[config.mk]
export PLATFORM = sky130hd
export DESIGN_NAME = multicycle_controller
export DESIGN_NICKNAME = d
export VERILOG_FILES = /design/src/rtl/multicycle_controller.sv
export SDC_FILE = /design/constraint.sdc
export NUM_CORES = 1
export LEC_CHECK = 0
export ABC_AREA = 0
export BUFFER_PORTS_ARGS = -buffer_cell sky130_fd_sc_hd__clkbuf_2
export CAP_MARGIN = 20
export CORE_MARGIN = 4
export CORE_UTILIZATION = 46
export CTS_CLUSTER_SIZE = 24
export DETAILED_ROUTE_END_ITERATION = 8
export PLACE_DENSITY = 0.88
export SLEW_MARGIN = 20
export SYNTH_ARGS = -nofsm -noshare
export SYNTH_HDL_FRONTEND = slang
export SYNTH_SLANG_ARGS = --single-unit
[constraint.sdc]
create_clock -name clk -period 3.8 [get_ports clk]
set_input_delay 0.38 -clock clk [delete_from_list [all_inputs] [get_ports clk]]
set_output_delay 0.38 -clock clk [all_outputs]
set_load 0.05 [all_outputs]
[src/rtl/multicycle_controller.sv]
// multicycle_controller
// Moore control FSM for a shared-datapath (multi-cycle) RV32I subset:
// lw, sw, addi-class, R-type, beq/bne/blt/bge, lui, jal, jalr.
// Memory accesses in FETCH/MEMREAD/MEMWRITE wait on memReady when
// MEM_HANDSHAKE=1. Unsupported encodings park the FSM in a sticky HALT.
// Build option: define INSTR_COUNT_EN to add the retired-instruction
// counter output instrCount (CNT_W bits, wraps).
module multicycle_controller #(
  parameter bit MEM_HANDSHAKE = 1'b1,
  parameter int CNT_W         = 32
) (
  input  logic             clk,
  input  logic             rst,
  input  logic [6:0]       op,
  input  logic [2:0]       funct3,
  input  logic [6:0]       funct7,
  input  logic             zero,
  input  logic             resSign,
  input  logic             memReady,
  output logic             PCWrite,
  output logic             AdrSrc,
  output logic             MemWrite,
  output logic             IRWrite,
  output logic [1:0]       ResultSrc,
  output logic [1:0]       ALUSrcA,
  output logic [1:0]       ALUSrcB,
  output logic [2:0]       ALUControl,
  output logic [2:0]       ImmSrc,
  output logic             RegWrite,
  output logic             illegal
`ifdef INSTR_COUNT_EN
  ,
  output logic [CNT_W-1:0] instrCount
`endif
);

  localparam logic [6:0] OP_LOAD   = 7'b0000011;
  localparam logic [6:0] OP_STORE  = 7'b0100011;
  localparam logic [6:0] OP_R      = 7'b0110011;
  localparam logic [6:0] OP_I      = 7'b0010011;
  localparam logic [6:0] OP_BRANCH = 7'b1100011;
  localparam logic [6:0] OP_LUI    = 7'b0110111;
  localparam logic [6:0] OP_JAL    = 7'b1101111;
  localparam logic [6:0] OP_JALR   = 7'b1100111;

  localparam logic [2:0] ALU_ADD = 3'b000;
  localparam logic [2:0] ALU_SUB = 3'b001;
  localparam logic [2:0] ALU_AND = 3'b010;
  localparam logic [2:0] ALU_OR  = 3'b011;
  localparam logic [2:0] ALU_XOR = 3'b100;
  localparam logic [2:0] ALU_SLT = 3'b101;

  localparam logic [2:0] IMM_I = 3'b000;
  localparam logic [2:0] IMM_S = 3'b001;
  localparam logic [2:0] IMM_B = 3'b010;
  localparam logic [2:0] IMM_J = 3'b011;
  localparam logic [2:0] IMM_U = 3'b100;

  typedef enum logic [3:0] {
    S_FETCH, S_DECODE, S_MEMADR, S_MEMREAD, S_MEMWB, S_MEMWRITE,
    S_EXEC_R, S_EXEC_I, S_ALUWB, S_BRANCH, S_LUI, S_JAL, S_JALR, S_HALT
  } state_t;

  state_t     state, state_next;
  logic       ready;
  logic [2:0] alu_op;
  logic       alu_legal;
  logic       taken;
  logic       pc_write_raw, ir_write_raw, mem_write_raw, reg_write_raw;

  assign ready = MEM_HANDSHAKE ? memReady : 1'b1;

  // Architectural write enables are held off while reset is asserted, so a
  // reset mid-instruction cannot commit anything.
  assign PCWrite  = pc_write_raw  & rst;
  assign IRWrite  = ir_write_raw  & rst;
  assign MemWrite = mem_write_raw & rst;
  assign RegWrite = reg_write_raw & rst;

  // State register.
  // NOTE: sequential state uses non-blocking assignments so every flop
  // samples pre-edge values regardless of block ordering.
  always_ff @(posedge clk or negedge rst) begin
    if (!rst) state <= S_FETCH;
    else      state <= state_next;
  end

  // ALU operation and legality for the EXEC states, decoded from funct3/funct7.
  always_comb begin
    alu_op    = ALU_ADD;
    alu_legal = 1'b1;
    case (funct3)
      3'b000:  alu_op = (state == S_EXEC_R && funct7 == 7'b0100000) ? ALU_SUB : ALU_ADD;
      3'b111:  alu_op = ALU_AND;
      3'b110:  alu_op = ALU_OR;
      3'b100:  alu_op = ALU_XOR;
      3'b010:  alu_op = ALU_SLT;
      default: alu_legal = 1'b0;
    endcase
    if (state == S_EXEC_R && funct7 != 7'b0000000 && funct7 != 7'b0100000)
      alu_legal = 1'b0;
  end

  // Branch condition from the SUB result flags; unknown funct3 never branches.
  always_comb begin
    case (funct3)
      3'b000:  taken = zero;
      3'b001:  taken = !zero;
      3'b100:  taken = resSign;
      3'b101:  taken = !resSign;
      default: taken = 1'b0;
    endcase
  end

  // Next-state and Moore outputs.
  // NOTE: every signal written here gets a default first, so no path can
  // leave one unassigned and infer a latch.
  always_comb begin
    state_next    = state;
    pc_write_raw  = 1'b0;
    ir_write_raw  = 1'b0;
    mem_write_raw = 1'b0;
    reg_write_raw = 1'b0;
    AdrSrc        = 1'b0;
    ResultSrc     = 2'b00;
    ALUSrcA       = 2'b00;
    ALUSrcB       = 2'b00;
    ALUControl    = ALU_ADD;
    ImmSrc        = IMM_I;
    illegal       = 1'b0;
    case (state)
      S_FETCH: begin
        ALUSrcB      = 2'b10;
        ResultSrc    = 2'b10;
        pc_write_raw = ready;
        ir_write_raw = ready;
        if (ready) state_next = S_DECODE;
      end
      S_DECODE: begin
        ALUSrcA = 2'b01;
        ALUSrcB = 2'b01;
        case (op)
          OP_LOAD:   state_next = S_MEMADR;
          OP_STORE:  begin ImmSrc = IMM_S; state_next = S_MEMADR; end
          OP_R:      state_next = S_EXEC_R;
          OP_I:      state_next = S_EXEC_I;
          OP_BRANCH: begin ImmSrc = IMM_B; state_next = S_BRANCH; end
          OP_LUI:    begin ImmSrc = IMM_U; state_next = S_LUI; end
          OP_JAL:    begin ImmSrc = IMM_J; state_next = S_JAL; end
          OP_JALR:   state_next = S_JALR;
          default:   state_next = S_HALT;
        endcase
      end
      S_MEMADR: begin
        ALUSrcA    = 2'b10;
        ALUSrcB    = 2'b01;
        ImmSrc     = (op == OP_STORE) ? IMM_S : IMM_I;
        state_next = (op == OP_STORE) ? S_MEMWRITE : S_MEMREAD;
      end
      S_MEMREAD: begin
        AdrSrc = 1'b1;
        if (ready) state_next = S_MEMWB;
      end
      S_MEMWB: begin
        ResultSrc     = 2'b01;
        reg_write_raw = 1'b1;
        state_next    = S_FETCH;
      end
      S_MEMWRITE: begin
        AdrSrc        = 1'b1;
        mem_write_raw = 1'b1;
        if (ready) state_next = S_FETCH;
      end
      S_EXEC_R, S_EXEC_I: begin
        ALUSrcA    = 2'b10;
        ALUSrcB    = (state == S_EXEC_I) ? 2'b01 : 2'b00;
        ALUControl = alu_op;
        state_next = alu_legal ? S_ALUWB : S_HALT;
      end
      S_ALUWB: begin
        reg_write_raw = 1'b1;
        state_next    = S_FETCH;
      end
      S_BRANCH: begin
        ALUSrcA      = 2'b10;
        ALUControl   = ALU_SUB;
        pc_write_raw = taken;
        state_next   = S_FETCH;
      end
      S_JALR: begin
        ALUSrcA    = 2'b10;
        ALUSrcB    = 2'b01;
        state_next = S_JAL;
      end
      S_JAL: begin
        pc_write_raw = 1'b1;
        ALUSrcA      = 2'b01;
        ALUSrcB      = 2'b10;
        state_next   = S_ALUWB;
      end
      S_LUI: begin
        ImmSrc        = IMM_U;
        ResultSrc     = 2'b11;
        reg_write_raw = 1'b1;
        state_next    = S_FETCH;
      end
      S_HALT:  illegal = 1'b1;
      default: state_next = S_HALT;
    endcase
  end

`ifdef INSTR_COUNT_EN
  // Retired-instruction counter: one count per return to FETCH from elsewhere.
  always_ff @(posedge clk or negedge rst) begin
    if (!rst)
      instrCount <= '0;
    else if (state != S_FETCH && state_next == S_FETCH)
      instrCount <= instrCount + CNT_W'(1);
  end
`endif

endmodule

==> impl_results.md <==
* Number of flip-flops in the largest register at 4
* Post-layout worst setup margin at around 1.3 ns
* Unique masters post-synth at 47
* Slew Limit Fails at 0
* P_leak at 0.478 nW
* ANT cells at 0
* Global-route wire length before repair at 3.75 mm
* Post-synthesis sequential area ratio at between 10% and 20%
* CP max-delay cell: dfrtp_1
* Cell Pwr Density at 846 nW/um2
* Iteration-0 DRC Markers at 22
* Setup TNS Final at 0 ns
* Total gr overflow at 0
* Ys async rst share at between 90% and 100%
* Synthesized Nets at 147
* Resize count post-CTS at 0
* Fillers at 178
* Final min period at 2.50 ns
* # IOs at 40
* Top cell family by delay on the critical path: simple AND/OR/NAND/NOR gates
* Routability cong. at around 0.84
* WP buf/inv at 1
* Rel. slew slack at 53.2%
* TritonRoute pass-1 iters at 4
* GRT Max-Usage Layer: met2
* Gr usage total at 18.0%
* Setup Viol. Count Final at 0
* Top reg by flops: state
* Slowest Stage Delay on Critical Path at 0.63 ns
* Clock Path Buffers at 2
* Post-CTS setup buffer count at 0
* Die Wd at around 50 um
* Final period util at 65.8%
* Synth Instances at 125
* Fin. Hold Viols at 0
* Antenna Nets Post-Route at 0
* DRC at 0
* Wire length per cell at 12.7 um
* # hold bufs at CTS at 1
* Skew-Pair Late Insertion Delay at ~0.24 ns
* Met1 Resource Use GR at 20.2%
* M3 GR Usage at under 10%
* Clock sink total at 4
* I/O Buffers at 39
* Synth warn at 0
* Met2 Resource Use GR at roughly a third
* CTS root buffer: clkbuf_4
* Die Area at roughly 2600 um2
* Clk_skew at ~0.0016 ns
* Net count, final at 179
* Hold WS at 0.426 ns
* Peak Freq at 400 MHz
* Vias in the first global route at around 920
* Via/cell ratio at 5.64
* Worst-path cell chain: nand2b_1 > nor2_4 > nand2_1 > nor3_1 > clkbuf_2
* Commonest non-fill, non-tap cell in the layout: clkbuf_2
* RSZ-0062 raised after global routing: no
* Worst slew pin tran at 0.702 ns
* Tightest Hold Check Type: primary input to register
* Via count at roughly 1000
* Cell area after layout at 1030 um2
* Critical Path Sink Type: output pin
* Clock slew seen by the registers of the worst setup and hold paths at 0.04 ns
* Max Cap Viol at 0
* Top fanout value on the critical path at 23
* Die H at 51.1 um
* Core Area at 1750 um2
* Critical path class: register to output pin
* Top flop regs: state (4)
* Area delta synth->final at 20.2%
* H-Tree Depth at 1
* Initial antenna violation count at 0
* Commonest cells after routing, fill and taps aside: 39 x clkbuf_2, 13 x nand2_1, 11 x nor2_1, 9 x nor3_1, 9 x a21oi_1
* Avg Cell Area, Syn at 6.83 um2
* Worst Path Required at 3.42 ns
* Largest net degree at the start of global routing at 24
* Mapped cell area at 853 um2
* Routed Wire Length at ~2.3 mm
* Share of cells above drive strength 1 at 31.0%
* Critical Path AT at 2.12 ns
* CTS Buf Count at 3
* TritonCTS clock tree: built
* Row count at 15
* Dpl ws at 1.53 ns
* Area after DPL at 993 um2
* Main synth FF type: dfrtp_1
* Initial Util at 48.9%
* Run status: complete, no violations
* Core Util, Final at 58.8%
* Max VDD drop at 533 uV
* Critical Path Start Type: register
* Post-DP HPWL at 1.78 mm
* #FFs+latches synth at 4
* Post-synth EDFFs at 0
stage by stage:
stage,power [mW],std cells
final,0.868,180
after global routing,0.931,180
after global placement,0.787,176
after floorplan,0.723,125
after detailed placement,0.809,176
after CTS,0.866,180
layer usage:
layer	share of wire (%)	vias up
li1	-	515
met1	42	451
met2	50	47
met3	7.4	3
met4	0.79	0
met5	0	-
layout make-up:
class,instances,area [um2],share of cell area (%)
clock buffer,3,22.5,2.20
inverter,4,15.0,1.46
multi-input combinational,104,652,63.5
sequential,4,100,9.76
tap,25,31.3,3.05
timing repair buffer,40,205,20.0
worst register-to-register path, delay by kind of cell (launching register included):
family	cells	cell delay (ns)
AOI/OAI and AO/OA	2	0.26
DFF	1	0.63
and+or+nand+nor	3	0.90
synthesized netlist by cell type (2+ instances only):
| master | count | area share, % |
|---|---|---|
| a21oi_1 | 9 | 5.3 |
| a22oi_1 | 3 | 2.6 |
| a31oi_1 | 3 | 2.2 |
| and3_1 | 2 | 1.5 |
| buf_2 | 6 | 3.5 |
| buf_6 | 4 | 5.3 |
| clkbuf_1 | 2 | 0.88 |
| dfrtp_1 | 4 | 12 |
| inv_1 | 4 | 1.8 |
| nand2_1 | 13 | 5.7 |
| nand2b_1 | 6 | 4.4 |
| nand3_1 | 3 | 1.8 |
| nor2_1 | 11 | 4.8 |
| nor2b_1 | 2 | 1.5 |
| nor3_1 | 9 | 5.3 |
| nor4_1 | 3 | 2.2 |
| o21ai_0 | 6 | 3.5 |
| o21bai_1 | 2 | 1.8 |
| xnor2_1 | 4 | 4.1 |
| xor2_1 | 2 | 2.1 |
report_power, final:
part	total [mW]	leakage, nW	switching [mW]	internal, mW
Sequential	0.171	0.0508	0.109	0.0624
Combinational	0.643	0.414	0.444	0.199
Clock	0.0545	0.0138	0.0191	0.0354
Total	0.868	0.478	0.572	0.297
cells by family after synthesis:
kind of cell	synth area share [%]
multiplexers	1.17
buffers and inverters	11.9
AND/OR/NAND/NOR	42.5
AO/OA/AOI/OAI	26.5
flip-flops	11.7
XOR/XNOR	6.16
path summary, 6_finish.rpt:
kind	startpoint	to	slack [ns]	depth (start not counted)
setup / recovery	state[1]	ImmSrc[1]	1.30	5
hold / removal	op[0]	state[1]	0.43	3
setup reg to reg	state[1]	state[2]	1.93	5
hold reg to reg	state[3]	state[2]	0.92	2
max in group asynchronous	rst	state[0]	3.13	2
min in group asynchronous	rst	state[1]	0.51	2
(Power assumes the default switching activity.)
